**src/rtl/adder_share_ctrl.sv**
```systemverilog
// adder_share_ctrl: shares one expand_8bit_addr adder among NREQ requesters.
// A round-robin arbiter picks one requester at a time. The block programs the
// adder's mode register (offset-add enable) only when the requested mode differs
// from the last mode written. It then issues the operands and returns the
// registered sum and carry to the winner. Host offset loads have priority over
// new grants. A result that does not arrive in time is answered with an error.
//
// Ports
//   clk, reset            : rising-edge clock, synchronous active-high reset
//   req/req_a/req_b       : per-requester request level and packed operands
//   req_use_off           : per-requester select, 1 = A+B+offset
//   cfg_off_valid/_value  : host offset load; cfg_off_done pulses when issued
//   rsp_valid/_sum/_carry/_err : one-hot response pulse with result
//   busy                  : high whenever the sequencer is not idle
//   add_*                 : master side of the adder's data and register ports
module adder_share_ctrl #(
  parameter int unsigned NREQ    = 4,
  parameter int unsigned TIMEOUT = 4
) (
  input  logic              clk,
  input  logic              reset,
  input  logic [NREQ-1:0]   req,
  input  logic [8*NREQ-1:0] req_a,
  input  logic [8*NREQ-1:0] req_b,
  input  logic [NREQ-1:0]   req_use_off,
  input  logic              cfg_off_valid,
  input  logic [7:0]        cfg_off_value,
  output logic              cfg_off_done,
  output logic [NREQ-1:0]   rsp_valid,
  output logic [7:0]        rsp_sum,
  output logic              rsp_carry,
  output logic              rsp_err,
  output logic              busy,
  output logic [7:0]        add_value_a,
  output logic [7:0]        add_value_b,
  output logic              add_data_val,
  output logic              add_des_reg_valid,
  output logic              add_des_wr_rd,
  output logic [2:0]        add_des_address,
  output logic [7:0]        add_des_value,
  input  logic [7:0]        add_sum_result,
  input  logic              add_sum_carry,
  input  logic              add_data_ready
);

  localparam int unsigned IdxW = (NREQ > 1) ? $clog2(NREQ) : 1;
  localparam int unsigned CntW = (TIMEOUT > 1) ? $clog2(TIMEOUT) : 1;

  localparam logic [2:0] StIdle  = 3'd0;
  localparam logic [2:0] StOffwr = 3'd1;
  localparam logic [2:0] StCfg   = 3'd2;
  localparam logic [2:0] StIssue = 3'd3;
  localparam logic [2:0] StWait  = 3'd4;
  localparam logic [2:0] StResp  = 3'd5;

  localparam logic [2:0] AddrMode = 3'b000;
  localparam logic [2:0] AddrOff  = 3'b001;

  logic [2:0]      state_q, state_d;
  logic [IdxW-1:0] rr_ptr_q, rr_ptr_d;
  logic [IdxW-1:0] grant_q, grant_d;
  logic            use_off_q, use_off_d;
  logic            mode_q, mode_d;
  logic            mode_vld_q, mode_vld_d;
  logic [CntW-1:0] wait_cnt_q, wait_cnt_d;

  logic            cfg_off_done_q, cfg_off_done_d;
  logic [NREQ-1:0] rsp_valid_q, rsp_valid_d;
  logic [7:0]      rsp_sum_q, rsp_sum_d;
  logic            rsp_carry_q, rsp_carry_d;
  logic            rsp_err_q, rsp_err_d;
  logic            busy_q, busy_d;
  logic [7:0]      add_value_a_q, add_value_a_d;
  logic [7:0]      add_value_b_q, add_value_b_d;
  logic            add_data_val_q, add_data_val_d;
  logic            add_des_reg_valid_q, add_des_reg_valid_d;
  logic            add_des_wr_rd_q, add_des_wr_rd_d;
  logic [2:0]      add_des_address_q, add_des_address_d;
  logic [7:0]      add_des_value_q, add_des_value_d;

  // Unpacked views of the packed operand buses.
  logic [7:0]      op_a_arr [NREQ];
  logic [7:0]      op_b_arr [NREQ];
  // Candidate index for each round-robin search position, starting at rr_ptr.
  logic [IdxW-1:0] cand [NREQ];
  logic            scan_found;
  logic [IdxW-1:0] scan_idx;

  always_comb begin
    for (int unsigned i = 0; i < NREQ; i++) begin
      op_a_arr[i] = req_a[8*i +: 8];
      op_b_arr[i] = req_b[8*i +: 8];
      cand[i]     = IdxW'((32'(rr_ptr_q) + i) % NREQ);
    end
  end

  always_comb begin
    scan_found = 1'b0;
    scan_idx   = '0;
    for (int unsigned k = 0; k < NREQ; k++) begin
      if (!scan_found && req[cand[k]]) begin
        scan_found = 1'b1;
        scan_idx   = cand[k];
      end
    end
  end

  always_comb begin
    state_d    = state_q;
    rr_ptr_d   = rr_ptr_q;
    grant_d    = grant_q;
    use_off_d  = use_off_q;
    mode_d     = mode_q;
    mode_vld_d = mode_vld_q;
    wait_cnt_d = wait_cnt_q;

    // Pulsed outputs default low; operands hold their last value.
    cfg_off_done_d      = 1'b0;
    rsp_valid_d         = '0;
    rsp_sum_d           = '0;
    rsp_carry_d         = 1'b0;
    rsp_err_d           = 1'b0;
    add_value_a_d       = add_value_a_q;
    add_value_b_d       = add_value_b_q;
    add_data_val_d      = 1'b0;
    add_des_reg_valid_d = 1'b0;
    add_des_wr_rd_d     = 1'b0;
    add_des_address_d   = '0;
    add_des_value_d     = '0;

    case (state_q)
      StIdle: begin
        if (cfg_off_valid) begin
          state_d             = StOffwr;
          add_des_reg_valid_d = 1'b1;
          add_des_wr_rd_d     = 1'b1;
          add_des_address_d   = AddrOff;
          add_des_value_d     = cfg_off_value;
          cfg_off_done_d      = 1'b1;
        end else if (scan_found) begin
          grant_d       = scan_idx;
          use_off_d     = req_use_off[scan_idx];
          add_value_a_d = op_a_arr[scan_idx];
          add_value_b_d = op_b_arr[scan_idx];
          if (!mode_vld_q || (mode_q != req_use_off[scan_idx])) begin
            state_d             = StCfg;
            add_des_reg_valid_d = 1'b1;
            add_des_wr_rd_d     = 1'b1;
            add_des_address_d   = AddrMode;
            add_des_value_d     = {7'b0, req_use_off[scan_idx]};
          end else begin
            state_d        = StIssue;
            add_data_val_d = 1'b1;
          end
        end
      end
      StOffwr: state_d = StIdle;
      StCfg: begin
        mode_d         = use_off_q;
        mode_vld_d     = 1'b1;
        state_d        = StIssue;
        add_data_val_d = 1'b1;
      end
      StIssue: begin
        state_d    = StWait;
        wait_cnt_d = '0;
      end
      StWait: begin
        if (add_data_ready) begin
          state_d     = StResp;
          rsp_valid_d = NREQ'(1) << grant_q;
          rsp_sum_d   = add_sum_result;
          rsp_carry_d = add_sum_carry;
        end else if (wait_cnt_q == CntW'(TIMEOUT - 1)) begin
          // Adder state is now unknown, so force a mode rewrite next time.
          state_d     = StResp;
          rsp_valid_d = NREQ'(1) << grant_q;
          rsp_err_d   = 1'b1;
          mode_vld_d  = 1'b0;
          wait_cnt_d  = '0;
        end else begin
          wait_cnt_d = wait_cnt_q + 1'b1;
        end
      end
      StResp: begin
        rr_ptr_d = (grant_q == IdxW'(NREQ - 1)) ? '0 : grant_q + 1'b1;
        state_d  = StIdle;
      end
      default: state_d = StIdle;
    endcase

    busy_d = (state_d != StIdle);
  end

  always_ff @(posedge clk) begin
    if (reset) begin
      state_q             <= StIdle;
      rr_ptr_q            <= '0;
      grant_q             <= '0;
      use_off_q           <= 1'b0;
      mode_q              <= 1'b0;
      mode_vld_q          <= 1'b0;
      wait_cnt_q          <= '0;
      cfg_off_done_q      <= 1'b0;
      rsp_valid_q         <= '0;
      rsp_sum_q           <= '0;
      rsp_carry_q         <= 1'b0;
      rsp_err_q           <= 1'b0;
      busy_q              <= 1'b0;
      add_value_a_q       <= '0;
      add_value_b_q       <= '0;
      add_data_val_q      <= 1'b0;
      add_des_reg_valid_q <= 1'b0;
      add_des_wr_rd_q     <= 1'b0;
      add_des_address_q   <= '0;
      add_des_value_q     <= '0;
    end else begin
      state_q             <= state_d;
      rr_ptr_q            <= rr_ptr_d;
      grant_q             <= grant_d;
      use_off_q           <= use_off_d;
      mode_q              <= mode_d;
      mode_vld_q          <= mode_vld_d;
      wait_cnt_q          <= wait_cnt_d;
      cfg_off_done_q      <= cfg_off_done_d;
      rsp_valid_q         <= rsp_valid_d;
      rsp_sum_q           <= rsp_sum_d;
      rsp_carry_q         <= rsp_carry_d;
      rsp_err_q           <= rsp_err_d;
      busy_q              <= busy_d;
      add_value_a_q       <= add_value_a_d;
      add_value_b_q       <= add_value_b_d;
      add_data_val_q      <= add_data_val_d;
      add_des_reg_valid_q <= add_des_reg_valid_d;
      add_des_wr_rd_q     <= add_des_wr_rd_d;
      add_des_address_q   <= add_des_address_d;
      add_des_value_q     <= add_des_value_d;
    end
  end

  assign cfg_off_done      = cfg_off_done_q;
  assign rsp_valid         = rsp_valid_q;
  assign rsp_sum           = rsp_sum_q;
  assign rsp_carry         = rsp_carry_q;
  assign rsp_err           = rsp_err_q;
  assign busy              = busy_q;
  assign add_value_a       = add_value_a_q;
  assign add_value_b       = add_value_b_q;
  assign add_data_val      = add_data_val_q;
  assign add_des_reg_valid = add_des_reg_valid_q;
  assign add_des_wr_rd     = add_des_wr_rd_q;
  assign add_des_address   = add_des_address_q;
  assign add_des_value     = add_des_value_q;

endmodule

```
**config.mk**
```make
export PLATFORM = sky130hd
export DESIGN_NAME = adder_share_ctrl
export DESIGN_NICKNAME = d
export VERILOG_FILES = /design/src/rtl/adder_share_ctrl.sv
export SDC_FILE = /design/constraint.sdc
export NUM_CORES = 1
export LEC_CHECK = 0
export CORE_UTILIZATION = 35
export CTS_CLUSTER_SIZE = 20
export DETAILED_ROUTE_END_ITERATION = 7
export GPL_ROUTABILITY_DRIVEN = 0
export PLACE_DENSITY = 0.76
export SYNTH_ARGS = -nofsm -noshare
export SYNTH_HDL_FRONTEND = slang
export SYNTH_SLANG_ARGS = --single-unit
```
**constraint.sdc**
```tcl
create_clock -name clk -period 1.71 [get_ports clk]
set_input_delay 0.342 -clock clk [delete_from_list [all_inputs] [get_ports clk]]
set_output_delay 0.342 -clock clk [all_outputs]
set_load 0.05 [all_outputs]
```
Yosys cells after proc, flatten, opt, wreduce, memory -nomap -nowiden. Cells that the tools add are included.

Shift-type cells: 1. Add/sub/neg operators: 5. Equality and inequality tests: 9. Multiplexer cells: 52. Order comparisons: 6. Bitwise operators: 5. Reduce and logical (&&, ||, !) cells: 19.

Operator list (count): $mux 8 (5); $bmux 8 s2 (2); $mux 1 (23); $lt 2x3->1 const B (5); $mux 2 (7); $mux 3 (4); $pmux 3 s4 (1); $bmux 1 s2 (5); $mux 4 (2); $add 2x1->2 const B (3); $eq 3x2->1 const B (2); $eq 3x3->1 const B (2); $reduce_and 3->1 (2); $reduce_or 3->1 (2); $add 2x2->2 const B (2); $eq 2x2->1 const B (2); $logic_not 1->1 (4); $ne 2x2->1 const B (2); $not 1->1 (4); $pmux 1 s2 (2); $pmux 2 s2 (1); $reduce_bool 2->1 (2); $reduce_or 2->1 (2); $shl 1x2->4 const A (1); 8 further kinds (10).

Bits of input ports: 93. Output and inout port bits: 46. Bits in registers: 57. Word-level logic and storage cells: 116.

Depth between registers and ports, before layout. Gate-level depths: netlist (run 1).

Depth after elaboration: 21. Mapped depth: 8. Depth with buffers taken out: 6.

Least setup slack after synthesis (run 1). Ideal clock, no wire load.

Kind: input port to flip-flop. From: in req[2]. To: reg add_data_val_q (netlist: add_data_val). Stages on the path: 6. Path slack: -0.107 ns. Arrival time: 1.698 ns. Setup time: 0.120 ns. Path buffers: 0. Required time: 1.590 ns. Cells stage by stage: nor2b_2 -> a21boi_0 -> o32a_1 -> a211o_4 -> and2_4 -> a211o_1.

Longest elaborated chain between the ends: 20. Elaborated cells between the ends (all ways): 30. Those cells by class: eq/ne (1); mux (22); reduce/logical (7).

Ends and longest elaborated chain: from (decl) (RTL line 22) `input logic [NREQ-1:0] req,`; $bmux 1 s2 (RTL line 101) `if (!scan_found && req[cand[k]]) begin`; $mux 1 (implied by the code) (RTL line 101); $mux 1 (RTL line 101); $logic_not 1->1 (RTL line 101); $logic_and 1x1->1 (RTL line 101); $mux 1 (RTL line 101); $logic_not 1->1 (RTL line 101); $logic_and 1x1->1 (RTL line 101); [4 not listed]; $bmux 1 s2 (RTL line 145) `if (!mode_vld_q || (mode_q != req_use_off[scan_idx])) begin`; $mux 1 (implied by the code) (RTL line 145); $ne 1x1->1 (RTL line 145); $logic_or 1x1->1 (RTL line 145); $mux 1 (RTL line 145); $mux 1 (*) (RTL line 140) `end else if (scan_found) begin`; $mux 1 (*) (RTL line 133) `if (cfg_off_valid) begin`; $pmux 1 s2 (*) (RTL line 131) `case (state_q)`; to (signal assigned) (RTL line 233) `add_data_val_q <= add_data_val_d;`; to (decl) (RTL line 75) `logic add_data_val_q, add_data_val_d;`.

Every way passes the cells marked *; elsewhere a longest branch is shown, timed or not. The select of a mux whose other input is x is not followed. A chain may end at the register's enable or synchronous reset.

Final worst setup path (run 1).
From: in req[1]. To: reg add_data_val_q (netlist: add_data_val).

Same word-level chain as after synthesis.

==> results of run 1 <==
==> flip-flops by register name (all words and copies together), names as in the netlist, 3 cells and up <==
| name | count |
|---|---|
| rsp_sum | 8 |
| state_q | 3 |
| add_des_value | 8 |
| add_value_b | 8 |
| add_value_a | 8 |
| rsp_valid | 4 |
==> cell usage in the layout (no fill, tap or decap), types with 2 or more instances in the layout <==
master	count
nand2_1	73
o21ai_0	4
nor2_1	19
and2_1	14
dfxtp_4	2
clkbuf_8	5
nor2b_4	4
nor4_1	2
buf_6	4
a21oi_1	9
a32o_1	17
buf_4	63
nor3_1	5
clkdlybuf4s50_1	88
buf_12	5
nand2b_1	2
nand3_1	18
clkdlybuf4s15_1	2
ha_1	5
conb_1	2
dfxtp_1	52
and3_1	8
nand3b_1	19
inv_1	3
mux2i_1	2
clkbuf_16	2
==> cell type report <==
cell class | instances | area (um^2)
sequential | 54 | 1089
tap | 96 | 120.1
inverter | 3 | 11.26
timing repair buffer | 166 | 1585
multi-input combinational | 232 | 1461
fill | 634 | 2629
clock buffer | 6 | 72.57
clock inverter | 2 | 13.76
==> kinds of logic (layout without fill, tap and decap cells) <==
| family | Yosys count | count (layout) | share of synthesized area |
|---|---|---|---|
| adders and majority gates | 5 | 5 | 0.02418 |
| and+or+nand+nor | 178 | 178 | 0.3520 |
| other | 1 | 2 | 0.001449 |
| DFF | 54 | 54 | 0.4178 |
| muxes | 2 | 2 | 0.007737 |
| buffers and inverters | 27 | 177 | 0.05125 |
| AOI/OAI and AO/OA | 45 | 45 | 0.1456 |
==> timing repair <==
item | in CTS | in global routing
resized for setup | 23 | 5
buffers inserted | 3 | 0
hold endpoints to repair | 0 | 0
endpoints found under the setup margin | 25 | 22
pin swaps | 7 | 1
cloned | 0 | 3
==> where the power goes <==
part / internal, mW / total (mW) / switching (mW)
Sequential: 1.33 / 1.38 / 0.0454
Clock: 0.290 / 0.700 / 0.410
Combinational: 0.513 / 1.09 / 0.574
==> critical path: stages <==
cell and delay [ns]:
clkdlybuf4s15_1 0.29, nor2b_4 0.08, nor4_4 0.43, nor3b_2 0.10, a211o_4 0.35, and2_4 0.17
a211o_1 0.26
==> through the flow <==
stage / setup TNS (ns) / area [um^2] / util / hold slack [ns] / power [mW]
3_3_place_gp: -15.79 / 4126 / 0.5910 / 0.4401 / 2.428
6_report: -1.489 / 4353 / 0.6235 / 0.4602 / 3.164
3_5_place_dp: -16.52 / 4126 / 0.5910 / 0.4504 / 2.441
4_1_cts: -0.6608 / 4270 / 0.6116 / 0.4638 / 3.148
5_1_grt: -3.365 / 4353 / 0.6235 / 0.4836 / 3.320
2_1_floorplan: -0.3262 / 2626 / - / 0.4322 / 1.982
==> routing by layer <==
layer	vias up	global-route usage	share of wire	wire (um)
met2	79	0.3601	0.50	4026
met4	0	0.06408	0.013	102
met1	1267	0.2475	0.44	3502
met5	-	0	0	0
met3	8	0.04147	0.048	383
li1	1379	-	-	-
==> final timing paths <==
| check | endpoint |
|---|---|
| max | add_data_val$_SDFF_PP0_ |
| min | mode_q$_SDFFE_PP0P_ |
| max reg2reg | add_value_a[7]$_SDFFE_PP0P_ |
| min reg2reg | mode_q$_SDFFE_PP0P_ |
==> impl_metrics.yaml, run 1 <==
critical_path:
  crit_type: "in2reg"
  timing.rr.start: "rr_ptr_q[0]$_SDFFE_PP0N_"
  critPathLaunch: "req[1]"
  endpoint_kind: "flip-flop"
  r2r_slack_ns: -0.1
  cp_data_required_time_ns: 1.91
  path_max_fanout: 5
  reg2reg_depth: 8
  cp.arrival_ns: 2.00
  crit_path_start_kind: "primary input"
clock_network:
  insertion_delay_ns: 0.31
  cts.hold.buffers_added: 0
  cts_tree: "yes"
  cts_buffers: 5
  clock-sinks: 54
  h-tree-depth: 2
  clk_pin_slew_ns: 0.09
  cts-root-buf: "clkbuf_8"
  cts_max_path_buffers: 2
die:
  die_area_mm2: 0.007740
  core_mm2: 0.006982
  die_w_um: 87.98
  rows: 30
  initial_utilization: 0.3706
  fp.dieH_um: 87.98
  num_io_pins: 139
sta:
  period_minus_slack_ns: 1.808
  rsz0062_at_grt: "yes"
  max_freq_ghz: 0.5530
  setup_violations: 19
  finalClockSkew_ns: 0.01099
  hold_viol: 0
  setup_slack_ns: -0.09831
  fin_crit_sh: 1.057
  report.final.slew_viol_count: 0
grt:
  antenna_found_initial: 0
  grt_pass1_vias: 2560
  track_usage: 0.2039
  grt_pass1_wl_um: 12050
  grt_max_degree: 34
  grt-ovfl-total: 0
route:
  drt_wl_total_um: 8015
  vias: 2733
  wire_per_inst_um: 14.34
  drt.antenna.violating_nets: 0
  drc_errors: 0
  vias_per_cell: 4.889
  firstDrtPassIters: 4
  first_iter_violations: 143
synthesis:
  yosys.area.top_type: "dfxtp_1"
  synth_area_per_cell_um2: 8.293
  synth_edf_count: 0
  synthArstFlopShare: 0
  synthFlopType: "dfxtp_1"
  seq_area_frac_synth: 0.4178
  ys_ff_latch: 54
  synthCells: 312
  synthTopCellsByArea: "dfxtp_1, nand2_1, a32o_1"
  ys_types: 48
  synth.most_common_cell: "nand2_1"
  synth_common_cells: "nand2_1, dfxtp_1, nor2_1, nand3_1, nand3b_1"
  yosys.area.top_type_share: 0.4178
  syn-cell-area_mm2: 0.002587
  yosysWarnings: 0
power:
  p_leak_nw: 1.856
  vdd_drop_max_mv: 0.3858
  power_density_mw_per_mm2: 726.9
run_status:
  status: "finished, violations left"
  violations: "negative setup slack"
placement:
  dp_hpwl_um: 5776
  place_ws_ns: -0.7618
  portBuffers: 136
  place_inst: 546
layout:
  fin_nets: 560
  area_growth_syn_to_layout_pct: 68.23
  antenna_cells: 0
  drive_above_1_share: 0.2354
  final_cells: 559
min_path:
  hold_path_depth: 2
  min_from: "use_off_q$_SDFFE_PP0P_"
  hold_class: "reg2reg"
run:
  maxCapViolCount: 0
Power figures use the tool's default switching activity.
==> inputs of run 2 (changes only) <==
--- a/config.mk
+++ b/config.mk
@@ -5,6 +5,7 @@
 export SDC_FILE = /design/constraint.sdc
 export NUM_CORES = 1
 export LEC_CHECK = 0
+export CORE_ASPECT_RATIO = 1.1
 export CORE_UTILIZATION = 35
 export CTS_CLUSTER_SIZE = 20
 export DETAILED_ROUTE_END_ITERATION = 7
==> run 2 against run 1 <==
  * Die area barely moved
  * Setup slack got worse by 0.036 ns
  * Combinational power fell by 5%
  * Via count rose by 0.66%
  * Utilization fell by 1.6 points
  * Sequential share of layout area rose by 0.29 points
  * Largest cell class unchanged
  * Non-clock buffer count rose by 1
  * The run ends with design-rule violations, negative setup slack left
  * Sequential power barely moved
==> impl_metrics.yaml, run 2 (synthesis gave the netlist of run 1 again) <==
critical_path:
  cp_data_required_time_ns: 1.91
  crit_path_top_delay_cell: "a211o_4"
  slowest_delay_ns: 0.37
  r2r_slack_ns: -0.12
  path_cells: "dlygate4sd2_1 > nor2b_4 > a21boi_2 > o32a_1 > a211o_4 > and2_4 > a211o_1"
  endpoint_kind: "flip-flop"
  reg2reg_depth: 6
  timing.rr.start: "rr_ptr_q[0]$_SDFFE_PP0N_"
  crit_path_start_kind: "primary input"
  crit_type: "in2reg"
  r2r-end: "add_data_val$_SDFF_PP0_"
  cp.arrival_ns: 2.04
  path_max_fanout: 4
route:
  vias: 2751
  drt.antenna.violating_nets: 0
  drc_errors: 20
  first_iter_violations: 121
  firstDrtPassIters: 6
  drt_wl_total_um: 7541
  wire_per_inst_um: 13.71
  vias_per_cell: 5.002
clock_network:
  cts_max_path_buffers: 2
  cts_tree: "yes"
  insertion_delay_ns: 0.31
  clk_pin_slew_ns: 0.09
  h-tree-depth: 2
  cts.hold.buffers_added: 0
  clock-sinks: 54
  cts-root-buf: "clkbuf_8"
  cts_buffers: 5
layout:
  mostFrequentLayoutCells: "clkdlybuf4s50_1, nand2_1, buf_4"
  drive_above_1_share: 0.2323
  fillers: 632
  final_common_cell: "clkdlybuf4s50_1"
  fin_nets: 562
  antenna_cells: 0
  area_growth_syn_to_layout_pct: 66.30
  utilization: 0.6072
sta:
  period_minus_slack_ns: 1.844
  fin_crit_sh: 1.079
  hold_viol: 0
  setup_violations: 21
  finalClockSkew_ns: 0.005179
  max_freq_ghz: 0.5422
  setup_slack_ns: -0.1344
  report.final.slew_viol_count: 0
  rsz0062_at_grt: "yes"
die:
  num_io_pins: 139
  initial_utilization: 0.3651
  die_area_mm2: 0.007741
  die_w_um: 83.98
  fp.dieH_um: 92.18
  rows: 32
  core_mm2: 0.007087
grt:
  track_usage: 0.1956
  grt-ovfl-total: 0
  grt_pass1_wl_um: 12140
  grt_max_degree: 33
  antenna_found_initial: 0
  grt_pass1_vias: 2611
run_status:
  status: "finished, violations left"
  violations: "design-rule violations, negative setup slack"
power:
  vdd_drop_max_mv: 0.3579
  p_total_mw: 3.265
  power_density_mw_per_mm2: 758.8
  p_leak_nw: 1.847
placement:
  portBuffers: 136
  dp_hpwl_um: 5662
min_path:
  hold_end: "mode_q$_SDFFE_PP0P_"
  hold_class: "reg2reg"
  hold_path_depth: 2
  min_from: "use_off_q$_SDFFE_PP0P_"
run:
  maxCapViolCount: 0
==> run 2: worst max-delay path, delay by kind of cell <==
kind / cells / cell delay (ns)
AOI/OAI and AO/OA: 4 / 1.13
and+or+nand+nor: 2 / 0.32
buffers and inverters: 1 / 0.26
==> run 2: metal layers <==
| metal | track usage | vias up | part of all wire |
|---|---|---|---|
| met2 | 0.3470 | 124 | 0.49 |
| met5 | 0 | - | 0 |
| met1 | 0.2191 | 1230 | 0.40 |
| met4 | 0.07040 | 0 | 0.022 |
| li1 | - | 1382 | - |
| met3 | 0.06121 | 15 | 0.087 |
==> run 2: per-stage QoR <==
stage	hold WS, ns	instances	instance area (um^2)	worst slack, ns	TNS, ns
2_1_floorplan	0.4322	313	2626	-0.1048	-0.3262
3_3_place_gp	0.4422	535	4075	-0.8456	-18.91
3_5_place_dp	0.4432	535	4075	-0.9011	-19.73
4_1_cts	0.4577	546	4260	-0.1202	-1.741
5_1_grt	0.4860	550	4303	-0.1696	-2.763
6_report	0.4618	550	4303	-0.1344	-1.426
==> run 2: where the power goes <==
group	total, mW	internal (mW)	switching, mW
Clock	0.846	0.431	0.415
Combinational	1.04	0.483	0.553
Sequential	1.38	1.33	0.0520
Total	3.27	2.25	1.02
==> run 2: worst max path at each step <==
stage | startpoint | to | slack, ns | cells after the start
2_1_floorplan | req[2] | add_data_val$_SDFF_PP0_ | -0.10 | 6
6_report | req[2] | add_data_val$_SDFF_PP0_ | -0.13 | 7
4_1_cts | rr_ptr_q[0]$_SDFFE_PP0N_ | add_data_val$_SDFF_PP0_ | -0.12 | 7
3_3_place_gp | req[1] | add_value_b[2]$_SDFFE_PP0P_ | -0.85 | 7
3_5_place_dp | req[0] | add_value_a[1]$_SDFFE_PP0P_ | -0.90 | 7
5_1_grt | rr_ptr_q[0]$_SDFFE_PP0N_ | add_data_val$_SDFF_PP0_ | -0.17 | 6
==> run 2: final cells by class <==
cell class | count | area (um^2) | area share
clock buffers | 5 | 68.82 | 0.01599
clock inverters | 3 | 40.04 | 0.009305
inverters | 3 | 11.26 | 0.002617
multi-input cells | 233 | 1473 | 0.3422
flip-flops and latches | 54 | 1089 | 0.2530
well taps | 85 | 106.4 | 0.02472
repair buffers | 167 | 1515 | 0.3521
==> run 2: what timing repair did <==
action	in CTS	in global routing
pin swaps	3	7
buffers inserted	3	4
endpoints found under the setup margin	25	24
resized for setup	18	7
cloned	0	1
==> RTL edit (config.mk and constraints of run 1) <==
`NREQ`: 4 -> 8.
--- a/src/rtl/adder_share_ctrl.sv
+++ b/src/rtl/adder_share_ctrl.sv
@@ -15,5 +15,5 @@
 //   add_*                 : master side of the adder's data and register ports
 module adder_share_ctrl #(
-  parameter int unsigned NREQ    = 4,
+  parameter int unsigned NREQ    = 8,
   parameter int unsigned TIMEOUT = 4
 ) (
Interface: changed (5 resized); port bits go from 139 to 215. The function was not compared with the original's and may differ.
==> RTL edit against run 1 <==
The flow still finishes with violations (setup timing). Synthesized area is 78% higher. Largest cell class is now multi-input combinational cells. Power is 85% higher. Critical path depth is 6 higher. Combinational power up 140%. Worst setup slack worse by 1.7 ns. Via count is 110% higher. Routed wire length rose by 140%. Sequential cell count rose by 6. Cell count rose by 82%. Global-route usage increased by 5.3 points. Design area up 96%. Maximum frequency fell by 48%.
==> RTL edit: results (changes against run 1) <==
outcome - complete, but fails checks (unchanged)
failing checks - setup timing (unchanged)
H-tree levels - 3 (was 2)
vias post-DR - 5,786 (was 2,733)
final setup vio count - 26 (was 19)
post_cts resized - 40 (was 23)
Comb power frac - 44.6% (was 34.4%)
area of placed instances - 7570 sq um (was 4130 sq um)
via/cell ratio - 5.70 (was 4.89)
hold worst-path end - use_off_q$_SDFFE_PP0P_ (was mode_q$_SDFFE_PP0P_)
Clock transition at path regs - 0.06 ns (was 0.09 ns)
Synth Area in Adders - 2.45% (was 2.42%)
sequential element share of the synthesized area - 26.1% (was 41.8%)
final setup margin - -1.80 ns (was -0.0983 ns)
Routed WL per cell - 18.7 microns (was 14.3 microns)
post-synthesis compound-gate area fraction - 24.5% (was 14.6%)
Leak - 3.37 nW (was 1.86 nW)
r2r worst-path depth - 13 (was 8)
Area contributors post-synth - dfxtp_1, a311oi_1, mux4_2, a211oi_1, and3_1 (was dfxtp_1, nand2_1, a32o_1, nand3b_1, nand3_1)
Setup Skew - 0.00681 ns (was 0.0110 ns)
mux cell area share after synthesis - 11.6% (was 0.774%)
CP max stage delay - 0.51 ns (was 0.43 ns)
Clock power frac - 28.5% (was 22.1%)
Yosys cell types - 67 (was 48)
Initial DRC Count - 453 (was 143)
total CTS buffers - 9 (was 5)
layout cells sized above 1 - 37.1% (was 23.5%)
vias in the first global route - 5,693 (was 2,560)
Seq power - 1.58 mW (was 1.38 mW)
switching share of power - 35.5% (was 32.6%)
==> RTL edit: cell types whose count changed in the layout (fill, tap and decap cells not counted), moves of 9 or more <==
cell | run 1 | this run
clkdlybuf4s50_1 | 88 | 164
nand2_1 | 73 | 46
a311oi_2 | 0 | 14
and3_4 | 0 | 23
nor2_1 | 19 | 48
o31a_1 | 0 | 19
buf_4 | 63 | 137
a32o_1 | 17 | 1
nand3b_1 | 19 | 1
clkbuf_16 | 2 | 11
mux4_2 | 0 | 14
nand3_1 | 18 | 35
a311oi_1 | 0 | 19
a211oi_2 | 1 | 28
==> RTL edit: kinds of logic after synthesis <==
family | count (synthesis)
simple gates | 242
compound gates | 142
buf+inv | 61
flops | 60
mux | 32
fa+ha+maj | 9
xor+xnor | 5
other cells | 1
==> RTL edit: area by class of cell <==
class                           instances  area (sq um)
Sequential cell                        60          1210
Clock buffer                           10           229
Fill cell                             989          4200
Clock inverter                          6          48.8
Timing Repair Buffer                  324          3060
Multi-Input combinational cell        433          3720
Inverter                               10          41.3
Tap cell                              172           215
